<file path="config.mk">
export PLATFORM = sky130hd
export DESIGN_NAME = model_integration_scheduler_flat
export DESIGN_NICKNAME = d
export VERILOG_FILES = /design/src/rtl/model_integration_scheduler_pkg.sv /design/src/rtl/model_integration_scheduler_if.sv /design/src/rtl/model_integration_scheduler.sv /design/src/flat_wrapper.sv
export SDC_FILE = /design/constraint.sdc
export NUM_CORES = 1
export LEC_CHECK = 0
export CORE_AREA = 2 2 251 253
export DETAILED_ROUTE_END_ITERATION = 6
export DIE_AREA = 0 0 253 255
export GPL_TIMING_DRIVEN = 0
export PLACE_DENSITY = 0.66
export SYNTH_ARGS = -nofsm -noshare
export SYNTH_HDL_FRONTEND = slang
export SYNTH_SLANG_ARGS = --single-unit
export TNS_END_PERCENT = 5
</file>
<file path="constraint.sdc">
create_clock -name clk -period 7.6 [get_ports clk]
set_clock_uncertainty 0.15 [all_clocks]
set_input_delay 1.52 -clock clk [delete_from_list [all_inputs] [get_ports clk]]
set_output_delay 1.52 -clock clk [all_outputs]
set_load 0.01 [all_outputs]
</file>
<file path="src/rtl/model_integration_scheduler_pkg.sv">
// Shared NTM math constants and the integration scheduler state encoding.
// Imported by the scheduler and its arithmetic interface.
package model_integration_scheduler_pkg;

    localparam int DATA_SIZE_DEF    = 64;
    localparam int CONTROL_SIZE_DEF = 4;

    localparam logic [DATA_SIZE_DEF-1:0]    ZERO_DATA    = '0;
    localparam logic [DATA_SIZE_DEF-1:0]    ONE_DATA     = 64'd1;
    localparam logic [CONTROL_SIZE_DEF-1:0] ZERO_CONTROL = '0;

    typedef enum logic [2:0] {
        IDLE_ST      = 3'd0,
        INPUT_ST     = 3'd1,
        ADD_WAIT_ST  = 3'd2,
        MULT_WAIT_ST = 3'd3,
        ENDER_ST     = 3'd4
    } sched_state_t;

endpackage

</file>
<file path="src/rtl/model_integration_scheduler_if.sv">
// Handshake and operand bundle between the scheduler and the shared
// float adder / multiplier owned by the parent.
interface model_integration_scheduler_if #(
    parameter int DATA_SIZE = 64
) ();
    import model_integration_scheduler_pkg::*;

    logic                 adder_start;
    logic                 adder_ready;
    logic                 adder_operation;
    logic [DATA_SIZE-1:0] adder_data_a;
    logic [DATA_SIZE-1:0] adder_data_b;
    logic [DATA_SIZE-1:0] adder_data_out;

    logic                 mult_start;
    logic                 mult_ready;
    logic [DATA_SIZE-1:0] mult_data_a;
    logic [DATA_SIZE-1:0] mult_data_b;
    logic [DATA_SIZE-1:0] mult_data_out;

    modport master (
        output adder_start, adder_operation, adder_data_a, adder_data_b,
        output mult_start, mult_data_a, mult_data_b,
        input  adder_ready, adder_data_out,
        input  mult_ready, mult_data_out
    );

    modport slave (
        input  adder_start, adder_operation, adder_data_a, adder_data_b,
        input  mult_start, mult_data_a, mult_data_b,
        output adder_ready, adder_data_out,
        output mult_ready, mult_data_out
    );

endinterface

</file>
<file path="src/rtl/model_integration_scheduler.sv">
// Integrates a stream of N float samples: result = h * sum(samples),
// using the parent's shared adder and multiplier.
module model_integration_scheduler
    import model_integration_scheduler_pkg::*;
#(
    parameter int DATA_SIZE    = 64,
    parameter int CONTROL_SIZE = 4
) (
    input  logic                 clk,
    input  logic                 rst_n,
    input  logic                 start_i,
    output logic                 ready_o,
    input  logic [DATA_SIZE-1:0] length_i,
    input  logic [DATA_SIZE-1:0] period_i,
    input  logic [DATA_SIZE-1:0] data_i,
    input  logic                 data_in_enable_i,
    output logic                 data_enable_o,
    output logic [DATA_SIZE-1:0] data_o,
    model_integration_scheduler_if.master arith
);

    localparam logic [DATA_SIZE-1:0]    ZD     = DATA_SIZE'(ZERO_DATA);
    localparam logic [CONTROL_SIZE-1:0] OP_ADD = CONTROL_SIZE'(ZERO_CONTROL);

    sched_state_t         state_q;
    logic [DATA_SIZE-1:0] len_q;
    logic [DATA_SIZE-1:0] h_q;
    logic [DATA_SIZE-1:0] acc_q;
    logic [DATA_SIZE-1:0] cnt_q;
    logic [DATA_SIZE-1:0] cnt_d;
    logic [DATA_SIZE-1:0] data_q;
    logic [DATA_SIZE-1:0] add_a_q;
    logic [DATA_SIZE-1:0] add_b_q;
    logic [DATA_SIZE-1:0] mult_a_q;
    logic [DATA_SIZE-1:0] mult_b_q;
    logic                 ready_q;
    logic                 de_q;
    logic                 add_start_q;
    logic                 mult_start_q;

    assign cnt_d = cnt_q + DATA_SIZE'(1);

    // Sequencer: one sample per adder pass, then a single scale by h.
    always_ff @(posedge clk or negedge rst_n) begin
        if (!rst_n) begin
            state_q      <= IDLE_ST;
            len_q        <= ZD;
            h_q          <= ZD;
            acc_q        <= ZD;
            cnt_q        <= ZD;
            data_q       <= ZD;
            add_a_q      <= ZD;
            add_b_q      <= ZD;
            mult_a_q     <= ZD;
            mult_b_q     <= ZD;
            ready_q      <= 1'b0;
            de_q         <= 1'b0;
            add_start_q  <= 1'b0;
            mult_start_q <= 1'b0;
        end else begin
            ready_q      <= 1'b0;
            add_start_q  <= 1'b0;
            mult_start_q <= 1'b0;
            unique case (state_q)
                IDLE_ST: begin
                    if (start_i) begin
                        len_q <= length_i;
                        h_q   <= period_i;
                        acc_q <= ZD;
                        cnt_q <= ZD;
                        if (length_i == ZD) begin
                            data_q  <= ZD;
                            state_q <= ENDER_ST;
                        end else begin
                            de_q    <= 1'b1;
                            state_q <= INPUT_ST;
                        end
                    end
                end
                INPUT_ST: begin
                    if (data_in_enable_i) begin
                        add_a_q     <= acc_q;
                        add_b_q     <= data_i;
                        add_start_q <= 1'b1;
                        de_q        <= 1'b0;
                        state_q     <= ADD_WAIT_ST;
                    end
                end
                ADD_WAIT_ST: begin
                    if (arith.adder_ready) begin
                        acc_q <= arith.adder_data_out;
                        cnt_q <= cnt_d;
                        if (cnt_d == len_q) begin
                            mult_a_q     <= arith.adder_data_out;
                            mult_b_q     <= h_q;
                            mult_start_q <= 1'b1;
                            state_q      <= MULT_WAIT_ST;
                        end else begin
                            de_q    <= 1'b1;
                            state_q <= INPUT_ST;
                        end
                    end
                end
                MULT_WAIT_ST: begin
                    if (arith.mult_ready) begin
                        data_q  <= arith.mult_data_out;
                        state_q <= ENDER_ST;
                    end
                end
                ENDER_ST: begin
                    ready_q <= 1'b1;
                    state_q <= IDLE_ST;
                end
                default: begin
                    state_q <= IDLE_ST;
                end
            endcase
        end
    end

    assign ready_o               = ready_q;
    assign data_enable_o         = de_q;
    assign data_o                = data_q;
    assign arith.adder_start     = add_start_q;
    assign arith.adder_operation = OP_ADD[0];
    assign arith.adder_data_a    = add_a_q;
    assign arith.adder_data_b    = add_b_q;
    assign arith.mult_start      = mult_start_q;
    assign arith.mult_data_a     = mult_a_q;
    assign arith.mult_data_b     = mult_b_q;

endmodule

</file>
<file path="src/flat_wrapper.sv">
// flat-port wrapper written by rule: the top's interface ports become plain ports
module model_integration_scheduler_flat import model_integration_scheduler_pkg::*;
#(
    parameter int DATA_SIZE    = 64,
    parameter int CONTROL_SIZE = 4
)
  (clk, rst_n, start_i, ready_o, length_i, period_i, data_i, data_in_enable_i, data_enable_o, data_o, arith_adder_start, arith_adder_operation, arith_adder_data_a, arith_adder_data_b, arith_mult_start, arith_mult_data_a, arith_mult_data_b, arith_adder_ready, arith_adder_data_out, arith_mult_ready, arith_mult_data_out);
  model_integration_scheduler_if #(.DATA_SIZE(DATA_SIZE)) arith_i ();
  input  logic clk;
  input  logic rst_n;
  input  logic start_i;
  output logic ready_o;
  input  logic [DATA_SIZE-1:0] length_i;
  input  logic [DATA_SIZE-1:0] period_i;
  input  logic [DATA_SIZE-1:0] data_i;
  input  logic data_in_enable_i;
  output logic data_enable_o;
  output logic [DATA_SIZE-1:0] data_o;
  output wire logic [$bits(arith_i.adder_start)-1:0] arith_adder_start;
  output wire logic [$bits(arith_i.adder_operation)-1:0] arith_adder_operation;
  output wire logic [$bits(arith_i.adder_data_a)-1:0] arith_adder_data_a;
  output wire logic [$bits(arith_i.adder_data_b)-1:0] arith_adder_data_b;
  output wire logic [$bits(arith_i.mult_start)-1:0] arith_mult_start;
  output wire logic [$bits(arith_i.mult_data_a)-1:0] arith_mult_data_a;
  output wire logic [$bits(arith_i.mult_data_b)-1:0] arith_mult_data_b;
  input wire logic [$bits(arith_i.adder_ready)-1:0] arith_adder_ready;
  input wire logic [$bits(arith_i.adder_data_out)-1:0] arith_adder_data_out;
  input wire logic [$bits(arith_i.mult_ready)-1:0] arith_mult_ready;
  input wire logic [$bits(arith_i.mult_data_out)-1:0] arith_mult_data_out;
  assign arith_adder_start = arith_i.adder_start;
  assign arith_adder_operation = arith_i.adder_operation;
  assign arith_adder_data_a = arith_i.adder_data_a;
  assign arith_adder_data_b = arith_i.adder_data_b;
  assign arith_mult_start = arith_i.mult_start;
  assign arith_mult_data_a = arith_i.mult_data_a;
  assign arith_mult_data_b = arith_i.mult_data_b;
  assign arith_i.adder_ready = arith_adder_ready;
  assign arith_i.adder_data_out = arith_adder_data_out;
  assign arith_i.mult_ready = arith_mult_ready;
  assign arith_i.mult_data_out = arith_mult_data_out;
  model_integration_scheduler #(.DATA_SIZE(DATA_SIZE), .CONTROL_SIZE(CONTROL_SIZE)) u_core (.clk(clk), .rst_n(rst_n), .start_i(start_i), .ready_o(ready_o), .length_i(length_i), .period_i(period_i), .data_i(data_i), .data_in_enable_i(data_in_enable_i), .data_enable_o(data_enable_o), .data_o(data_o), .arith(arith_i));
endmodule
</file>
After elaboration in Yosys (flattened, before gate mapping)
Cells that the tools add are included.
Widths: inputs -> output; s select.
{"block": "classes", "reduce_logical": 12, "eq_ne": 12, "add_sub_neg": 1, "n_mux": 28}
{"cell": "$mux 64", "n": 6}
{"cell": "$pmux 64 s2", "n": 3}
{"cell": "$add 64x1->64 const B", "n": 1}
{"cell": "$eq 64x64->1", "n": 1}
{"cell": "$logic_not 64->1", "n": 1}
{"cell": "$mux 3", "n": 5}
{"cell": "$ne 2x2->1 const B", "n": 6}
{"cell": "$pmux 3 s4", "n": 1}
{"cell": "$mux 1", "n": 11}
{"cell": "$reduce_and 4->1", "n": 2}
{"cell": "$eq 3x2->1 const B", "n": 2}
{"cell": "$reduce_and 3->1", "n": 2}
{"cell": "$reduce_and 6->1", "n": 1}
{"cell": "$reduce_and 2->1", "n": 2}
{"cell": "$reduce_bool 2->1", "n": 2}
{"cell": "$eq 3x1->1 const B", "n": 1}
{"cell": "$eq 3x3->1 const B", "n": 1}
{"cell": "$logic_not 3->1", "n": 1}
{"cell": "$pmux 1 s3", "n": 1}
{"cell": "$reduce_bool 3->1", "n": 1}
{"cell": "$mux 2", "n": 1}
{"cell": "$ne 2x1->1 const B", "n": 1}
{"block": "word_totals", "out_inout_bits": 325, "ff_bits": 583, "word_cells": 67, "input_bits": 326}

Logic depth before layout (Yosys ltp)
{"block": "logic_depth", "ltp_word": 5, "mapped_depth": 14, "mapped_depth_nobuf": 11}

Least setup slack after synthesis
OpenSTA, ideal clock, no wires.
{"block": "synth_timing", "path_type": "reg-to-reg", "from": "register u_core.cnt_q[15]", "to": "register u_core.mult_a_q[10] (netlist: u_core.arith.mult_data_a[10])", "t_required_ps": 7325, "n_path_buf": 3, "period_less_slack_ps": 4004, "stages_incl_launch_ff": 14, "setup_ps": 125, "path_slack_ps": 3596, "t_arrival_ps": 3729, "cell_sequence": "dfrtp_1 > buf_2 > nand4_1 > or4_1 > nor4_1 > and4_1 > xnor2_1 > o2111ai_1 > or4_1 > and4bb_4 > nand2_4 > buf_12 > buf_12 > mux2_4"}
{"block": "synth_between", "elab_chain_len": 3}
{"element": "start, declared", "line_no": "model_integration_scheduler.sv:29", "text": "logic [DATA_SIZE-1:0] cnt_q;"}
{"element": "start signal, assigned", "line_no": "model_integration_scheduler.sv:92", "text": "cnt_q <= cnt_d;"}
{"element": "$add 64x1->64", "line_no": "model_integration_scheduler.sv:41", "text": "assign cnt_d = cnt_q + DATA_SIZE'(1);"}
{"element": "$eq 64x64->1", "line_no": "model_integration_scheduler.sv:93", "text": "if (cnt_d == len_q) begin"}
{"element": "$reduce_and 3->1 (no source line)"}
{"element": "end signal, assigned", "line_no": "model_integration_scheduler.sv:94", "text": "mult_a_q <= arith.adder_data_out;"}
{"element": "end, declared", "line_no": "model_integration_scheduler.sv:34", "text": "logic [DATA_SIZE-1:0] mult_a_q;"}
Every way passes these cells.
A chain may end at the register's enable or synchronous reset.

Final worst setup path
{"block": "layout_timing", "from": "input port length_i[3]", "to": "register u_core.data_q[51] (netlist: u_core.data_o[51])"}
{"block": "layout_between", "elab_chain_len": 3}
{"element": "start, declared", "line_no": "flat_wrapper.sv:13", "text": "input logic [DATA_SIZE-1:0] length_i;"}
{"element": "$logic_not 64->1", "line_no": "model_integration_scheduler.sv:71", "text": "if (length_i == ZD) begin"}
{"element": "$ne 2x1->1 (no source line)"}
{"element": "$reduce_and 4->1 (no source line)"}
{"element": "end signal, assigned", "line_no": "model_integration_scheduler.sv:106", "text": "data_q <= arith.mult_data_out;"}
{"element": "end, declared", "line_no": "model_integration_scheduler.sv:31", "text": "logic [DATA_SIZE-1:0] data_q;"}
Every way passes these cells.

==> out/results.ini <==
[routing]
wl_per_cell_um = 25.4
first_pass_iters = 5
viasPerCell = 5.41
vias = 19403
routed_wl_um = 91200
initialDrtViolationCount = 1548
drtAntennaViolNets = 0
drc = 0

[setup_path]
cp.required_ns = 7.98
crit_path_start_kind = primary input
critPathArrivalTime_ns = 5.82
crit_type = primary input to flop
r2r_slack_ns = 2.25
reg2regPathDepth = 14
critical_path.max_fanout = 10
end_kind = flop

[sta]
setup_ws_ns = 2.15
rsz0062_at_grt = false
hold_viol = 0
setup_viol = 0
tightest_slew_ns = 1.30
final_max_slew_viol_count = 0
clock.fmax_ghz = 0.184
min_period_ns = 5.45
slew_headroom_pct = 12.5
tns_ns = 0
finalCritPeriodShare_pct = 71.7

[cells_and_area]
seqCellArea_mm2 = 0.0146
area_growth_pct = 38.4
num-fill-cells = 5131
layout-drive-gt1-share_pct = 19.3
nets = 3061
layout_commonest_cell = clkdlybuf4s50_1
stdcell_area_mm2 = 0.0354
multi_input_area_mm2 = 0.0102
final_cell_mix = clkdlybuf4s50_1 (648), dfrtp_1 (583), mux2_2 (256), nand2_1 (210), mux2_4 (120)

[die]
die_width_um = 253
dieArea_mm2 = 0.0645
io_pins = 651
die_y_um = 255
start_util_pct = 41.1
core_area_mm2 = 0.0622
row_count = 92

[min_path]
min-delay-path-class = flop to flop
hold_depth = 2

[clock_tree]
post_cts_buffers = 0
root_buffer = clkbuf_16
cts-root-to-sink-buffers = 3
path_clk_slew_ns = 0.06
cts_tree = built
htree_levels = 3
cts.sinks = 583
cts_buffers = 66
clock_latency_ns = 0.61
postCtsHoldBufs = 0
cts_resized = 0

[power_and_ir_drop]
peakVddDrop_v = 0.000217
p_leak_nw = 15.8
p_per_area_mw_per_mm2 = 316

[logic_synthesis]
synthMuxAreaShare_pct = 19.0
synth_top_area_share_pct = 57.1
synth-simple-area-share_pct = 11.0
ys_seq_area_share_pct = 57.1
yosys_warnings = 0
synth.cell_area_mm2 = 0.0256
synth_edf_count = 0
synth_top_family_by_area = multiplexers
synth.largest_area_cell = dfrtp_1
synth.distinct_cells = 63
async_reset_ff_share_pct = 100
postSynthCellCount = 2010
synth_compound_area_share_pct = 6.37
synth_adder_area_share_pct = 0.0490
ys_ff_latch = 583
synth-xor-area-share_pct = 3.53
synthFlopType = dfrtp_1
synth_area_leaders = dfrtp_1 (57%), mux2_2 (11%), mux2_4 (7.0%), nand2_1 (3.1%), xnor2_1 (2.3%)
synth_area_per_cell_um2 = 12.7
synth_nets = 2337

[outcome]
status = finished clean

[place]
hpwlAfterDp_um = 69600
placed_area_mm2 = 0.0332
dp_slack_ns = 1.61
port-buffer-count = 649
place_congestion = 0.894

[global_routing]
grt_start_max_net_pins = 125
overflow = 0
grt_pass1_vias = 19994
grt_pass1_wl_um = 132000
grt_use_total_pct = 27.7
antenna_found_initial = 16

[job]
maxCapViolCount = 0

metrics by stage:
stage | util, % | std cells | power (W) | hold slack, ns
global placement | 53.2 | 3458 | 0.00793 | 0.301
detailed placement | 53.4 | 3464 | 0.00802 | 0.308
global route | 56.9 | 3581 | 0.0117 | 0.338
floorplan | - | 2010 | 0.00625 | 0.294
finish | 56.9 | 3586 | 0.0112 | 0.316
CTS | 56.9 | 3576 | 0.0113 | 0.321
Yosys cell counts (4+ instances only):
cell      count
dfrtp_1     583
mux2_2      256
nand2_1     210
mux2_4      120
nand3_1     102
clkbuf_1     96
o21ai_0      81
nor2_1       71
xnor2_1      66
a22o_1       65
nand4_1      37
xor2_1       37
nor4_1       30
o31ai_1      27
a21oi_1      24
nor3_1       22
or4_1        12
a31oi_1      11
buf_12       11
buf_2        11
and4_1        9
inv_1         9
mux2_1        8
mux2i_1       8
and3_1        7
nor3b_1       7
or3_1         7
a21o_1        6
o41ai_1       6
and2_1        5
buf_4         5
buf_1         4
nand2b_1      4
nor4_4        4
layout make-up:
| class | instances | area share (%) |
|---|---|---|
| plain buffers | 130 | 2.04 |
| well taps | 799 | 2.83 |
| flip-flops and latches | 583 | 41.2 |
| multi-input cells | 1288 | 28.9 |
| repair buffers | 656 | 18.8 |
| clock buffers | 96 | 5.50 |
| clock inverters | 16 | 0.591 |
| diodes | 9 | 0.0636 |
| inverters | 9 | 0.0955 |
critical path: stages:
cell	delay [ns]
clkdlybuf4s50_1	0.44
nor4_1	0.82
nand4_1	0.44
nor4_1	0.98
nand2_1	0.12
nand2_1	0.11
nand2_1	0.12
inv_1	0.09
clkbuf_1	0.44
clkbuf_1	0.49
nand3_1	0.15
nand2_1	0.09
power breakdown:
part / internal, W / switching, W / leakage, nW
Sequential: 0.00396 / 0.000567 / 7.66
Clock: 0.00188 / 0.00132 / 1.05
Combinational: 0.00182 / 0.00163 / 7.06
metal layers:
layer  vias to the layer above  track usage [%]  wire length, µm
li1                       8651                -                -
met1                      9777             33.9            36500
met2                       774             45.7            43900
met3                       183             8.36             7200
met4                        18             11.4             3480
met5                         -                0              113
state kept, by name (all words and copies together) (netlist names):
signal	count
u_core.arith.mult_data_a	64
u_core.state_q	3
u_core.arith.adder_start	1
u_core.cnt_q	64
u_core.arith.adder_data_a	64
u_core.acc_q	64
u_core.arith.mult_data_b	64
u_core.ready_o	1
u_core.data_enable_o	1
u_core.data_o	64
u_core.len_q	64
u_core.h_q	64
u_core.arith.adder_data_b	64
u_core.arith.mult_start	1
path summary, 6_finish.rpt:
path,startpoint,end
setup / recovery,length_i[3],u_core.data_o[51]$_DFFE_PN0P_
hold / removal,u_core.data_o[44]$_DFFE_PN0P_,u_core.data_o[44]$_DFFE_PN0P_
setup reg to reg,u_core.cnt_q[0]$_DFFE_PN0P_,u_core.arith.mult_data_a[39]$_DFFE_PN0P_
hold reg to reg,u_core.data_o[44]$_DFFE_PN0P_,u_core.data_o[44]$_DFFE_PN0P_
max in group asynchronous,rst_n,u_core.arith.mult_data_a[33]$_DFFE_PN0P_
min in group asynchronous,rst_n,u_core.data_o[63]$_DFFE_PN0P_
logic make-up after synthesis:
group	Yosys count
AOI/OAI and AO/OA	239
muxes	392
xor gates and xnor gates	103
buffers and inverters	139
DFF	583
and+or+nand+nor	552
adders and majority gates	1
other	1
Note: power is estimated with default switching activity, not from simulation.
